<file path="src/rtl/video_pkg.sv">
// Shared video timing defaults (720p60 CEA-861).
// Consumers import this to size buffers and counters.
package video_pkg;

  localparam int DEF_H_ACTIVE = 1280;
  localparam int DEF_H_FP     = 110;
  localparam int DEF_H_SYNC   = 40;
  localparam int DEF_H_BP     = 220;
  localparam int DEF_V_ACTIVE = 720;
  localparam int DEF_V_FP     = 5;
  localparam int DEF_V_SYNC   = 5;
  localparam int DEF_V_BP     = 20;
  localparam int DEF_FPS      = 60;

  localparam int H_TOTAL =
    DEF_H_ACTIVE + DEF_H_FP + DEF_H_SYNC + DEF_H_BP;
  localparam int V_TOTAL =
    DEF_V_ACTIVE + DEF_V_FP + DEF_V_SYNC + DEF_V_BP;

endpackage

</file>
<file path="src/rtl/wrap_counter.sv">
// Modulo-MOD counter with enable, look-ahead next value
// and a wrap pulse asserted on the enabled terminal count.
module wrap_counter #(
  parameter int MOD     = 2,
  parameter int W       = 1,
  parameter int RST_VAL = 0
) (
  input  logic         i_clk,
  input  logic         i_rst_n,
  input  logic         i_en,
  output logic [W-1:0] o_val,
  output logic [W-1:0] o_nxt,
  output logic         o_wrap
);

  logic [W-1:0] r_val;

  assign o_wrap = i_en && (r_val == W'(MOD - 1));
  assign o_val  = r_val;

  always_comb begin
    o_nxt = r_val;
    if (o_wrap)
      o_nxt = '0;
    else if (i_en)
      o_nxt = r_val + W'(1);
  end

  always_ff @(posedge i_clk) begin
    if (!i_rst_n)
      r_val <= W'(RST_VAL);
    else
      r_val <= o_nxt;
  end

endmodule

</file>
<file path="src/rtl/video_timing_gen.sv">
// Raster timing generator: h/v counters, syncs, active
// flag, new-frame pulse and frame counter, all registered.
module video_timing_gen
  import video_pkg::*;
#(
  parameter int H_ACTIVE = DEF_H_ACTIVE,
  parameter int H_FP     = DEF_H_FP,
  parameter int H_SYNC   = DEF_H_SYNC,
  parameter int H_BP     = DEF_H_BP,
  parameter int V_ACTIVE = DEF_V_ACTIVE,
  parameter int V_FP     = DEF_V_FP,
  parameter int V_SYNC   = DEF_V_SYNC,
  parameter int V_BP     = DEF_V_BP,
  parameter int FPS      = DEF_FPS
) (
  input  logic        clk_in,
  input  logic        rst_in,
  output logic [10:0] hcount_out,
  output logic [9:0]  vcount_out,
  output logic        hs_out,
  output logic        vs_out,
  output logic        ad_out,
  output logic        nf_out,
  output logic [5:0]  fc_out
);

  localparam int H_TOT = H_ACTIVE + H_FP + H_SYNC + H_BP;
  localparam int V_TOT = V_ACTIVE + V_FP + V_SYNC + V_BP;

  localparam logic [10:0] HA  = 11'(H_ACTIVE);
  localparam logic [10:0] HSB = 11'(H_ACTIVE + H_FP);
  localparam logic [10:0] HSE = 11'(H_ACTIVE + H_FP + H_SYNC);
  localparam logic [9:0]  VA  = 10'(V_ACTIVE);
  localparam logic [9:0]  VSB = 10'(V_ACTIVE + V_FP);
  localparam logic [9:0]  VSE = 10'(V_ACTIVE + V_FP + V_SYNC);

  logic [10:0] w_h_nxt;
  logic [9:0]  w_v_nxt;
  logic [5:0]  w_fc_nxt;
  logic        w_h_wrap;
  logic        w_v_wrap;
  logic        w_fc_wrap;
  logic        w_nf_nxt;
  logic        w_unused;

  logic r_hs;
  logic r_vs;
  logic r_ad;
  logic r_nf;

  wrap_counter #(
    .MOD(H_TOT), .W(11), .RST_VAL(H_TOT - 1)
  ) u_hcnt (
    .i_clk  (clk_in),
    .i_rst_n(rst_in),
    .i_en   (1'b1),
    .o_val  (hcount_out),
    .o_nxt  (w_h_nxt),
    .o_wrap (w_h_wrap)
  );

  wrap_counter #(
    .MOD(V_TOT), .W(10), .RST_VAL(V_TOT - 1)
  ) u_vcnt (
    .i_clk  (clk_in),
    .i_rst_n(rst_in),
    .i_en   (w_h_wrap),
    .o_val  (vcount_out),
    .o_nxt  (w_v_nxt),
    .o_wrap (w_v_wrap)
  );

  // Flags are decoded from next-state counts so they land
  // on the same edge as the position they describe.
  assign w_nf_nxt = (w_h_nxt == HA) && (w_v_nxt == VA);

  wrap_counter #(
    .MOD(FPS), .W(6), .RST_VAL(0)
  ) u_fcnt (
    .i_clk  (clk_in),
    .i_rst_n(rst_in),
    .i_en   (w_nf_nxt),
    .o_val  (fc_out),
    .o_nxt  (w_fc_nxt),
    .o_wrap (w_fc_wrap)
  );

  assign w_unused = &{1'b0, w_v_wrap, w_fc_wrap, w_fc_nxt};

  always_ff @(posedge clk_in) begin
    if (!rst_in) begin
      r_hs <= 1'b0;
      r_vs <= 1'b0;
      r_ad <= 1'b0;
      r_nf <= 1'b0;
    end else begin
      r_hs <= (w_h_nxt >= HSB) && (w_h_nxt < HSE);
      r_vs <= (w_v_nxt >= VSB) && (w_v_nxt < VSE);
      r_ad <= (w_h_nxt < HA) && (w_v_nxt < VA);
      r_nf <= w_nf_nxt;
    end
  end

  assign hs_out = r_hs;
  assign vs_out = r_vs;
  assign ad_out = r_ad;
  assign nf_out = r_nf;

endmodule

</file>
<file path="config.mk">
export PLATFORM = sky130hd
export DESIGN_NAME = video_timing_gen
export DESIGN_NICKNAME = d
export VERILOG_FILES = /design/src/rtl/video_pkg.sv /design/src/rtl/wrap_counter.sv /design/src/rtl/video_timing_gen.sv
export SDC_FILE = /design/constraint.sdc
export NUM_CORES = 1
export LEC_CHECK = 0
export CORE_MARGIN = 5
export CORE_UTILIZATION = 42
export CTS_CLUSTER_SIZE = 24
export DETAILED_ROUTE_END_ITERATION = 8
export HOLD_SLACK_MARGIN = 0.06
export PLACE_DENSITY = 0.73
export SLEW_MARGIN = 20
export SYNTH_ARGS = -nofsm -noshare
export SYNTH_HDL_FRONTEND = slang
export SYNTH_SLANG_ARGS = --single-unit
</file>
<file path="constraint.sdc">
create_clock -name clk_in -period 2.5 [get_ports clk_in]
set_input_delay 0.75 -clock clk_in [delete_from_list [all_inputs] [get_ports clk_in]]
set_output_delay 0.75 -clock clk_in [all_outputs]
set_load 0.02 [all_outputs]
</file>
# Word-level counts from Yosys, hierarchy flattened
# Index checks and enable logic that the tools add are counted.
dict set report word_totals {
  register_bits 31
  output_inout_bits 31
}
dict set report classes {
  n_reduce_logical 7
  n_eq_ne 5
  order_cmp 6
  add_sub_neg 3
  muxes 3
  bitwise 1
}
# op count
set op_table {}
lappend op_table {{== test 11 bit, second input constant} 2}
lappend op_table {{< comparator 11 bit, second input constant} 2}
lappend op_table {{== test 10 bit, second input constant} 2}
lappend op_table {{< comparator 10 bit, second input constant} 2}
lappend op_table {{2-to-1 mux 10 bit} 2}
lappend op_table {{adder 11 x 1 -> 11 bit, second input constant} 1}
lappend op_table {{greater-or-equal comparator 11 bit, second input constant} 1}
lappend op_table {{2-to-1 mux 11 bit} 1}
lappend op_table {{adder 10 x 1 -> 10 bit, second input constant} 1}
lappend op_table {{greater-or-equal comparator 10 bit, second input constant} 1}
lappend op_table {{adder 6 x 1 -> 6 bit, second input constant} 1}
lappend op_table {{== test 6 bit, second input constant} 1}
lappend op_table {{logical AND 1 bit} 6}
lappend op_table {{OR reduction 2 bit} 1}
lappend op_table {{NOT 1 bit} 1}

# Logic depth before layout (Yosys ltp)
dict set report depth {
  depth_word 7
  ltp_mapped 9
}

# Modules after synthesis
# From an unflattened synthesis, not the netlist that was laid out.
dict set report unflattened {
  cells_unflattened 201
  area_unflattened_um2 1749.2
}
# mod n_inst cells_per_inst seq_area_each_um2 area_each_um2
set by_module_without_submodules {}
lappend by_module_without_submodules {{wrap_counter at u_hcnt} 1 67 220.2 589.3}
lappend by_module_without_submodules {{wrap_counter at u_vcnt} 1 65 200.2 588.1}
lappend by_module_without_submodules {{wrap_counter at u_fcnt} 1 35 120.1 310.3}
lappend by_module_without_submodules {video_timing_gen 1 34 80.1 261.5}

# Worst setup path before layout
# No wires, ideal clock.
dict set report synth_path {
  path_type {register to register}
  from {reg u_hcnt.r_val[0] (netlist: u_hcnt.o_val[0])}
  to {reg u_fcnt.r_val[3] (netlist: u_fcnt.o_val[3])}
  path_buffers 0
  setup_time_ns 0.079
  arrival_time_ns 2.415
  stages_incl_launch_ff 8
  path_slack_ns 0.006
  required_time_ns 2.421
  cell_sequence {dfxtp_1 > ha_1 > nand4bb_4 > nor4_4 > mux2i_1 > nand4_4 > or4_1 > o211ai_1}
}
dict set report synth_via {
  elab_chain_len 7
  word_cells_on_any_way 11
}
# item line
set synth_lines {}
lappend synth_lines {{start: declaration} wrap_counter.sv:16} ;# logic [W-1:0] r_val;
lappend synth_lines {{start signal: assignment} wrap_counter.sv:31} ;# r_val <= W'(RST_VAL);
lappend synth_lines {{start signal: assignment} wrap_counter.sv:33} ;# r_val <= o_nxt;
lappend synth_lines {{branches (longest 4 deep; another with adder 11 x 1 -> 11 bit)} -}
lappend synth_lines {{logical AND 1 bit *} video_timing_gen.sv:75} ;# assign w_nf_nxt = (w_h_nxt == HA) && (w_v_nxt == VA);
lappend synth_lines {{logical AND 1 bit} wrap_counter.sv:18} ;# assign o_wrap = i_en && (r_val == W'(MOD - 1));
lappend synth_lines {{OR reduction 2 bit (no source line)} -}
lappend synth_lines {{end signal: assignment} wrap_counter.sv:31}
lappend synth_lines {{end signal: assignment} wrap_counter.sv:33}
lappend synth_lines {{end: declaration} wrap_counter.sv:16}
# Mark *: on every way between the ends.
# A chain may end at the register's enable or synchronous reset.

# Worst setup path after layout
dict set report layout_path {
  from {reg u_hcnt.r_val[1] (netlist: u_hcnt.o_val[1])}
  to {reg u_fcnt.r_val[2] (netlist: u_fcnt.o_val[2])}
}
# The elaborated chain is that of the path after synthesis.

==> results.md <==
* Top Family by Delay on Critical Path: simple AND/OR/NAND/NOR gates
* Worst hold margin at between 0.5 and 0.6 ns
* Post-Layout Cell Count at about 350
* Synth cell types at 63
* Final WS setup at about 0.15 ns
* PwrDens at about 970 mW/mm^2
* Setup violators final at 0
* Wirelength per Cell at between 15 and 20 um
* Die height at around 81 um
* Row cnt at 25
* Crit path cell chain: inv_2 > ha_2 > and4bb_2 > nand4_1 > o31ai_4 > or3b_1 > nor4_2 > mux2i_1
* Vias in the first global route at 1859
* Via count at a little under 2000
* CTS tree: built
* Routability Congestion at approximately 0.89
* Share of layout cells above drive strength 1 at 19.00%
* DP Cell Count at roughly 340
* Via/cell ratio at 5.558
* Fin crit period at 2.346 ns
* Seq/Total Area, Yosys at 29.59%
* Primary FF master, synth: dfxtp_1
* Clock Sink Count at 31
* Worst-path fanout max at 6
* Dpl cell area at 0.002544 sq mm
* MaxCap Viol Count at 0
* Final hold violations at 0
* FILL cells at 443
* Hpwl dp at ~4000 um
* Die Wd at 80.66 um
* Max_slew headroom at between 60% and 70%
* Overall power at roughly 2.6 mW
* Synth top area cells: dfxtp_1 (30%), xor2_1 (5.4%), nand2_1 (4.3%)
* Initial DRC Count at 174
* PortBufs at 32
* Max Root-Sink Buffers at 2
* Clock slew at reported path FFs at roughly 0.06 ns
* Critical setup path kind: flop to flop
* Area leader, netlist: dfxtp_1
* DRC at 0
* Global route overflow at 0
* First-pass iteration count of the detailed router at 4
* WP buf/inv at 1
* Syn_area_per_cell at about 9.0 sq um
* Max Transition Viols Final at 0
* Global-route wire length before repair at around 9200 um
* H-tree depth at 2
* Slowest library cell on the worst path: o31ai_4
* Number of synthesized flops with an enable pin at 0
* Core Box Area at around 0.0048 sq mm
* Yosys warnings at 0
* Antenna Violating Nets Remaining at 0
* #FFs+latches synth at 31
* Design area at about 0.0026 sq mm
* Clock skew at ~0.0040 ns
* Peak VDD IR at ~0.4 mV
* Total GRT Usage at ~18%
* Die area at 0.006506 sq mm
* Leak Pwr at 0.9066 nW
* Mapped cell area at 0.002097 sq mm
* Most frequent cells in the layout: clkdlybuf4s50_1 (32), dfxtp_1 (30), nand2_1 (24), buf_4 (22), xor2_1 (13)
* Post-Route Utilization at 55.14%
* CP peak stage delay at about 0.43 ns
* RSZ-0062 raised after global routing: false
* Peak Freq at between 400 and 500 MHz
* Hold Crit Class: flop to flop
* Ant. Diodes at 0
* Root buffer cell: clkbuf_8
* Pin count of the biggest net entering global routing at 14
* Ys async rst share at 0%
* Crit path launch type: flop
* Initial Util at ~44%
* Worst Path Required at 2.72 ns
* Data arrival time of the critical path at between 2 and 3 ns
* Mapped Nets at 240
* Pre-CTS setup slack at 0.02416 ns
* Setup TNS at 0 ns
* Most common cell after layout, fill and taps aside: clkdlybuf4s50_1
* Routed WL at ~5300 um
* Initial antenna violation count at 0
* Worst skew pair latency at 0.28 ns
* Mapped Cells at 233
* Final period utilization at 93.83%
* Cts bufs inserted at 5
* Area grow syn2layout at 25.84%
* Nets at around 290
* Share of the synthesized area in the top cell type at between 20 and 30%
* Critical Path Sink Type: flop
* Tightest Pin Transition at just under 0.6 ns
* I/O pin cnt at 33
* Status: finished clean
## worst min-delay path, stage by stage (launching register included)
cell and delay, ns:
dfxtp_1 0.33, nand2_1 0.07, mux2i_1 0.06
## flip-flops by register name, indices dropped and copies added, names as in the netlist
register	flops
u_vcnt.o_val	10
hs_out	1
nf_out	1
u_fcnt.o_val	6
u_hcnt.o_val	11
ad_out	1
vs_out	1
## kinds of logic after synthesis
family | count (synthesis) | share of synthesized area [%]
xor gates and xnor gates | 20 | 8.711
DFF | 31 | 29.59
buffers and inverters | 18 | 6.205
AOI/OAI and AO/OA | 46 | 15.33
muxes | 5 | 2.446
and+or+nand+nor | 108 | 34.73
adders and majority gates | 5 | 2.983
## worst paths after layout
check	startpoint	end	slack, ns	cells past startpoint
worst min-delay path	u_fcnt.o_val[1]	u_fcnt.o_val[1]	0.51	2
worst min register to register	u_fcnt.o_val[1]	u_fcnt.o_val[1]	0.51	2
worst max register to register	u_hcnt.o_val[1]	u_fcnt.o_val[2]	0.15	8
worst max-delay path	u_hcnt.o_val[1]	u_fcnt.o_val[2]	0.15	8
## power by group
group | internal [mW] | total [mW] | switching, mW
logic | 0.629 | 1.48 | 0.846
registers | 0.597 | 0.734 | 0.137
clock network | 0.185 | 0.356 | 0.171
total | 1.41 | 2.57 | 1.15
## cell type report
cell class              count  area [sq um]  area share [%]
flip-flops and latches     31         621.8           23.57
repair buffers             54         485.5           18.40
multi-input cells         184          1360           51.54
clock buffers               6         72.57           2.750
inverters                   4         15.01          0.5690
well taps                  67         83.83           3.177
## synth_stat cells, types with 3 or more instances
cell,n
dfxtp_1,31
nand2_1,24
xor2_1,13
o21ai_0,12
nand3_1,10
nor2_1,10
a21oi_1,8
nand4_1,8
nor3_1,8
nand3b_1,6
xnor2_1,6
and3_1,5
clkbuf_1,5
ha_1,5
nor4_1,5
mux2i_1,4
o211ai_1,4
and3_2,3
and4_1,3
buf_6,3
clkbuf_8,3
inv_1,3
o32ai_1,3
## what timing repair did
item / 4_1_cts / 5_1_grt
hold buffers: 0 / 0
setup endpoints to repair: 0 / 9
setup buffers: 0 / 1
resized for setup: 0 / 6
## metal layers
layer,part of all wire [%],global-route usage [%]
met1,47,25.14
met3,4.8,3.475
met5,0,0
met4,1.4,6.588
met2,47,27.98
(Power assumes the default switching activity.)
